===== src/rtl/axis_pattern_generator.sv =====
// AXI4-Stream video test-pattern source: gradient, colour bars, checkerboard or solid
// frames of H_RES x V_RES pixels behind a single registered output stage.
module axis_pattern_generator #(
    parameter int DATA_WIDTH   = 16,
    parameter int H_RES        = 1024,
    parameter int V_RES        = 768,
    parameter int CHECKER_LOG2 = 5
) (
    input  logic                  clk,
    input  logic                  rstn,
    input  logic                  enable_i,
    input  logic [1:0]            mode_i,
    input  logic [DATA_WIDTH-1:0] solid_color_i,
    output logic [DATA_WIDTH-1:0] m_axis_tdata,
    output logic                  m_axis_tvalid,
    input  logic                  m_axis_tready,
    output logic                  m_axis_tlast,
    output logic                  m_axis_tuser,
    output logic [15:0]           frame_cnt_o,
    output logic                  busy_o
);
    localparam int XW      = $clog2(H_RES);
    localparam int YW      = $clog2(V_RES);
    localparam int BAR_LEN = H_RES / 8;
    localparam int BW      = (BAR_LEN > 1) ? $clog2(BAR_LEN) : 1;

    typedef enum logic {S_IDLE, S_STREAM} state_t;

    state_t                r_state, w_state_nx;
    logic [XW-1:0]         r_x;
    logic [YW-1:0]         r_y;
    logic [BW-1:0]         r_bcnt;
    logic [2:0]            r_bar;
    logic [1:0]            r_mode;
    logic [DATA_WIDTH-1:0] r_solid;
    logic [DATA_WIDTH-1:0] r_tdata;
    logic                  r_tvalid, r_tlast, r_tuser;
    logic                  r_olast;
    logic [15:0]           r_frame_cnt;

    logic w_hs, w_x_last, w_y_last, w_gen_last, w_bcnt_last;
    logic w_fin, w_stop, w_load, w_latch;
    logic w_cx, w_cy, w_ph;
    logic [7:0] w_g, w_r, w_gc, w_b;
    logic [DATA_WIDTH-1:0] w_rgb_pk, w_pix;

    // x/y/bar address the pixel about to enter the output register, one ahead of the bus
    assign w_hs        = r_tvalid & m_axis_tready;
    assign w_x_last    = (r_x == XW'(H_RES - 1));
    assign w_y_last    = (r_y == YW'(V_RES - 1));
    assign w_gen_last  = w_x_last & w_y_last;
    assign w_bcnt_last = (r_bcnt == BW'(BAR_LEN - 1));
    assign w_fin       = w_hs & r_olast;
    assign w_stop      = w_fin & ~enable_i;
    assign w_load      = (r_state == S_STREAM) & (~r_tvalid | w_hs) & ~w_stop;
    assign w_latch     = ((r_state == S_IDLE) & enable_i) | (w_load & w_gen_last);

    always_comb begin
        w_state_nx = r_state;
        case (r_state)
            S_IDLE:   if (enable_i) w_state_nx = S_STREAM;
            S_STREAM: if (w_stop)   w_state_nx = S_IDLE;
            default:  w_state_nx = S_IDLE;
        endcase
    end

    always_ff @(posedge clk) begin
        if (!rstn) r_state <= S_IDLE;
        else       r_state <= w_state_nx;
    end

    // When the bus holds a frame's final pixel, the generator is already on the next frame
    assign w_g  = 8'(r_x) + 8'(r_y) + r_frame_cnt[7:0] + {7'd0, r_olast};
    assign w_ph = r_frame_cnt[0] ^ r_olast;

    if (CHECKER_LOG2 < XW) begin : g_cx
        assign w_cx = r_x[CHECKER_LOG2];
    end else begin : g_cx0
        assign w_cx = 1'b0;
    end
    if (CHECKER_LOG2 < YW) begin : g_cy
        assign w_cy = r_y[CHECKER_LOG2];
    end else begin : g_cy0
        assign w_cy = 1'b0;
    end

    always_comb begin
        w_r  = 8'h00;
        w_gc = 8'h00;
        w_b  = 8'h00;
        case (r_mode)
            2'd0: begin w_r = w_g; w_gc = w_g; w_b = w_g; end
            2'd1: begin
                w_r  = {8{~r_bar[1]}};
                w_gc = {8{~r_bar[2]}};
                w_b  = {8{~r_bar[0]}};
            end
            2'd2: {w_r, w_gc, w_b} = {24{w_cx ^ w_cy ^ w_ph}};
            default: ;
        endcase
    end

    if (DATA_WIDTH == 16) begin : g_565
        logic w_unused_lsb;
        assign w_rgb_pk     = {w_r[7:3], w_gc[7:2], w_b[7:3]};
        assign w_unused_lsb = ^{w_r[2:0], w_gc[1:0], w_b[2:0]};
    end else if (DATA_WIDTH == 24) begin : g_888
        assign w_rgb_pk = {w_r, w_gc, w_b};
    end else begin : g_bad_width
        $error("axis_pattern_generator: DATA_WIDTH must be 16 or 24");
    end

    if ((H_RES % 8 != 0) || (H_RES < 8) || (V_RES < 2)) begin : g_bad_res
        $error("axis_pattern_generator: H_RES must be a multiple of 8 and V_RES >= 2");
    end

    assign w_pix = (r_mode == 2'd3) ? r_solid : w_rgb_pk;

    always_ff @(posedge clk) begin
        if (!rstn) begin
            r_x    <= '0;
            r_y    <= '0;
            r_bcnt <= '0;
            r_bar  <= '0;
        end else if (w_load) begin
            r_x <= w_x_last ? '0 : r_x + XW'(1);
            if (w_x_last) r_y <= w_y_last ? '0 : r_y + YW'(1);
            if (w_x_last || w_bcnt_last) begin
                r_bcnt <= '0;
                r_bar  <= w_x_last ? 3'd0 : r_bar + 3'd1;
            end else begin
                r_bcnt <= r_bcnt + BW'(1);
            end
        end
    end

    always_ff @(posedge clk) begin
        if (!rstn) begin
            r_mode  <= '0;
            r_solid <= '0;
        end else if (w_latch) begin
            r_mode  <= mode_i;
            r_solid <= solid_color_i;
        end
    end

    always_ff @(posedge clk) begin
        if (!rstn) begin
            r_tvalid <= 1'b0;
            r_tdata  <= '0;
            r_tlast  <= 1'b0;
            r_tuser  <= 1'b0;
            r_olast  <= 1'b0;
        end else if (w_load) begin
            r_tvalid <= 1'b1;
            r_tdata  <= w_pix;
            r_tlast  <= w_x_last;
            r_tuser  <= (r_x == '0) && (r_y == '0);
            r_olast  <= w_gen_last;
        end else if (w_hs) begin
            r_tvalid <= 1'b0;
            r_olast  <= 1'b0;
        end
    end

    always_ff @(posedge clk) begin
        if (!rstn)      r_frame_cnt <= '0;
        else if (w_fin) r_frame_cnt <= r_frame_cnt + 16'd1;
    end

    assign m_axis_tdata  = r_tdata;
    assign m_axis_tvalid = r_tvalid;
    assign m_axis_tlast  = r_tlast;
    assign m_axis_tuser  = r_tuser;
    assign frame_cnt_o   = r_frame_cnt;
    assign busy_o        = (r_state == S_STREAM);
endmodule


===== config.mk =====
export PLATFORM = sky130hd
export DESIGN_NAME = axis_pattern_generator
export DESIGN_NICKNAME = d
export VERILOG_FILES = /design/src/rtl/axis_pattern_generator.sv
export SDC_FILE = /design/constraint.sdc
export NUM_CORES = 1
export LEC_CHECK = 0
export ABC_AREA = 1
export BUFFER_PORTS_ARGS = -buffer_cell sky130_fd_sc_hd__clkbuf_2
export CELL_PAD_IN_SITES_DETAIL_PLACEMENT = 0
export CELL_PAD_IN_SITES_GLOBAL_PLACEMENT = 2
export CORE_MARGIN = 2
export CORE_UTILIZATION = 30
export CTS_CLUSTER_DIAMETER = 100
export DETAILED_ROUTE_END_ITERATION = 8
export PLACE_DENSITY = 0.78
export REMOVE_ABC_BUFFERS = 1
export SLEW_MARGIN = 20
export SYNTH_ARGS = -nofsm -noshare
export SYNTH_HDL_FRONTEND = slang
export SYNTH_SLANG_ARGS = --single-unit
export TNS_END_PERCENT = 1

===== constraint.sdc =====
create_clock -name clk -period 2.1 [get_ports clk]
set_input_delay 0 -clock clk [delete_from_list [all_inputs] [get_ports clk]]
set_output_delay 0 -clock clk [all_outputs]
set_load 0.05 [all_outputs]

======== After elaboration in Yosys (flattened, before gate mapping) ========
Cells that the tools add are included.
cells by class
  muxes and demuxes ....................... 14
  equal/unequal tests ..................... 6
  $add $sub $neg .......................... 8
  reductions and logical operators ........ 8
  bitwise gates (word level) .............. 20
operators by type and width
  kind                     number
  $pmux W8 S3              3
  $add A10 B1 Y10 const B  2
  $eq A10 B10 Y1 const B   2
  $logic_not A10 Y1        2
  $mux W10                 2
  $add A16 B1 Y16 const B  1
  $add A8 B8 Y8            2
  $mux W16                 1
  $add A8 B1 Y8            1
  $and A1 B1 Y1            8
  $add A7 B1 Y7 const B    1
  $eq A7 B7 Y1 const B     1
  $mux W7                  1
  $not A1 Y1               7
  $mux W1                  5
  $eq A2 B2 Y1 const B     2
  $reduce_and A2 Y1        2
  $add A3 B1 Y3 const B    1
  $mux W3                  1
  $xor A1 B1 Y1            3
  $eq A2 B1 Y1 const B     1
  $logic_not A2 Y1         1
  $or A1 B1 Y1             2
  $pmux W1 S2              1
  3 further kinds          3
word-level totals
  register bits ........................... 85
  input port bits ......................... 22

======== Depth between registers and ports, before layout ========
  depth in word-level cells ............... 7
  gate-level depth with buffers ........... 13
  depth with buffers taken out ............ 13

======== Worst setup path before layout ========
No wires, ideal clock.
  path kind ............................... reg2reg
  from .................................... register r_frame_cnt[2] (netlist: frame_cnt_o[2])
  to ...................................... register r_tdata[6] (netlist: m_axis_tdata[6])
  slack ................................... -0.444 ns
  arrival ................................. 2.428 ns
  required time ........................... 1.985 ns
  period minus slack after synthesis ...... 2.544 ns
  buffers on the path ..................... 0
  stages on the path, launching flop included .. 12
  cells stage by stage .................... dfxtp_1 -> fa_1 -> ha_1 -> nand2_1 -> inv_1 -> nand2_1 -> nand2_1 -> or2_2 -> nand3_1 -> nand3_1 -> o21ai_0 -> inv_1
on the way
  cells in the longest elaborated chain, start to end .. 4
RTL lines
  element                   RTL line  RTL
  start: declaration        39        logic [15:0] r_frame_cnt;
  start signal: assignment  168       else if (w_fin) r_frame_cnt <= r_frame_cnt + 16'd1;
  $add A8 B8 Y8             73        assign w_g = 8'(r_x) + 8'(r_y) + r_frame_cnt[7:0] + {7'd0, r_olast};
  $add A8 B1 Y8             73
  $pmux W8 S3               91        case (r_mode)
  $mux W16                  117       assign w_pix = (r_mode == 2'd3) ? r_solid : w_rgb_pk;
  end signal: assignment    156       r_tdata <= w_pix;
  end: declaration          36        logic [DATA_WIDTH-1:0] r_tdata;
Every way passes these cells.
A chain may end at the register's enable or synchronous reset.

======== Worst setup path in the final report ========
Ends and elaborated chain as after synthesis.

==> metrics <==
Mapped Cells 666; WP data required 2.34 ns; Tmin final 2.08 ns; fmax 0.480 GHz; via-per-instance ratio 4.66; # port buffers 57; GRT overflow 0; Worst-Skew Late Latency 0.35 ns; HP Class input pin to flip-flop; RSZ-0062 raised after global routing true; Clock Pin Slew Worst Setup and Hold Paths 0.07 ns; Post-Synthesis Cell Area 4720 µm²; Slew Viols, Final 0; sequential area share after synthesis 36.0%; Post-synth EDFFs 0; FFs w/ async S/R, synth 0%; synthesized flop and latch total 85; drt initial violations 187; first-pass GRT wire length 21.7 mm; critical path fanouts, max 4; share of cells above drive strength 1 26.1%; Ports 58; initial antenna violation count 0; Post-Route WL 13.3 mm; CTS tree done; die area 16,800 µm²; initial core utilization a little under a third; critical path arrival 2.32 ns; syn_area_per_cell roughly 7.1 µm²; VDD IR max approximately 450 µV; # Max-Cap Violations 0; final core utilization 40.6%; vias in the first global route 4,454; Slew HR 55.3%; TNS Setup 0 ns; crit path launch type flip-flop; CTS H-tree lvls 3; Slew @ Worst Pin 0.667 ns; area share of the largest cell type after synthesis roughly 36%; commonest cells in the netlist nand2_1, dfxtp_1, inv_1; Die Span Y 129 µm; largest net degree at the start of global routing 35; Core Area 15,300 µm²; Global Route Usage Sum around 17%; clock tree root driver cell clkbuf_16; Antenna Nets Post-Route 0; Antenna diodes 0; routed len/inst between 10 and 15 µm; hpwl dp a little under 10 mm; DRT Pass-1 Iters 4; Hold Vio Cnt, Final 0; Power Density 672 nW/µm²; outcome completed; library cells used by synthesis between 40 and 50; Setup Viol. Count Final 0; leak pwr between 2 and 3 nW; Top FF cell, synth dfxtp_1; Rows 45; # nets final about 810; number of CTS-inserted buffers 9; crit share post-route 99.1%; Clock Path Buffers 2; CP Class flip-flop to flip-flop; count leader, synth nand2_1; Ys Warns 0; DIE WIDTH between 100 and 150 µm; DRC errors left 0; largest cells by area after synthesis dfxtp_1, nand2_1, inv_1; via count 4,597; capturing element type of the critical path flip-flop; Clock Skews 0.00883 ns; Layout area overhead 31.7%; clk sinks 85; Placer Congestion 0.826; area leader, netlist dfxtp_1
[cells in the final DEF, fill, tap and decap left out, drive strengths merged]
master	n
a211oi	4
a21oi	62
a31oi	1
a41oi	1
and2	1
buf	39
bufinv	4
clkbuf	66
clkinv	2
dfxtp	85
dlygate4sd3	18
fa	7
ha	13
inv	83
nand2	165
nand3	64
nand3b	3
nand4	18
nor2	69
nor3	27
nor3b	1
nor4	3
o21a	1
o21ai	23
o21bai	1
or2	6
xor2	8
[state kept, by name, indices dropped and copies added, names as in the netlist]
register and flops:
m_axis_tdata 16, frame_cnt_o 16, r_bcnt 7, r_x 10
m_axis_tvalid 1, r_bar 3, r_y 10, r_solid 16
m_axis_tlast 1, m_axis_tuser 1, r_mode 2, busy_o 1
r_olast 1
[report_power, final]
part	total, mW	switching (mW)	internal [mW]
Combinational	0.478	0.326	0.152
Sequential	1.71	0.0397	1.67
Clock	1.99	0.701	1.29
[layer usage]
metal  routed length (µm)  part of all wire, %  vias up  GRT usage [%]
met4                  245                  1.8        0           6.64
met2                 6120                   46       81           27.5
li1                     -                    -     2381              -
met5                    0                    0        -              0
met3                  441                  3.3       16           2.68
met1                 6500                   49     2119           21.9
[per-stage QoR]
stage          instance area (µm²)  setup WS (ns)  hold slack, ns  cells  total power [mW]
4_1_cts                       6070        -0.0205         0.00818    985              4.24
5_1_grt                       6220         -0.116          0.0404    986              4.35
3_3_place_gp                  5470         -0.102           0.239    951              2.19
6_report                      6220         0.0187          0.0170    986              4.18
2_1_floorplan                 4600         -0.444           0.121    645              2.05
3_5_place_dp                  5470         -0.119           0.239    951              2.20
[path summary, 6_finish.rpt]
path,startpoint,end,cells past startpoint,slack (ns)
max reg2reg,frame_cnt_o[2],m_axis_tdata[6],9,0.02
min reg2reg,m_axis_tlast,m_axis_tlast,2,0.47
max,frame_cnt_o[2],m_axis_tdata[6],9,0.02
min,m_axis_tready,m_axis_tvalid,4,0.02
[kinds of logic (layout without fill, tap and decap cells)]
kind of cell | Yosys count | in the layout | share of synthesized area, %
AO/OA/AOI/OAI | 93 | 93 | 11.1
adder cells (fa/ha/maj) | 20 | 20 | 6.41
AND/OR/NAND/NOR | 357 | 357 | 35.8
XOR/XNOR | 8 | 8 | 1.48
flip-flops | 85 | 85 | 36.0
buffers and inverters | 103 | 212 | 9.19
[area by class of cell]
type                            count  area, µm²
Fill cell                        1648       9090
Multi-Input combinational cell    478       2750
Sequential cell                    85       1720
Timing Repair Buffer              114        803
Inverter                           82        310
Tap cell                          211        264
Clock buffer                        9        225
Clock inverter                      7        146
[critical path, cell delays in order (launching register included)]
cell	delay, ns
dfxtp_2	0.33
fa_1	0.60
ha_4	0.24
a21oi_2	0.13
nand2_2	0.09
or2_4	0.26
nand3_4	0.08
nand3_2	0.07
o21ai_1	0.14
inv_1	0.04
[what timing repair did]
| action | 4_1_cts | 5_1_grt |
|---|---|---|
| endpoints found under the setup margin | 14 | 17 |
| buffers inserted | 0 | 1 |
| resized for setup | 12 | 43 |
| hold buffers | 18 | 0 |
| pin swaps | 3 | 25 |
| hold endpoints to repair | 18 | 0 |
Power figures use the tool's default switching activity.
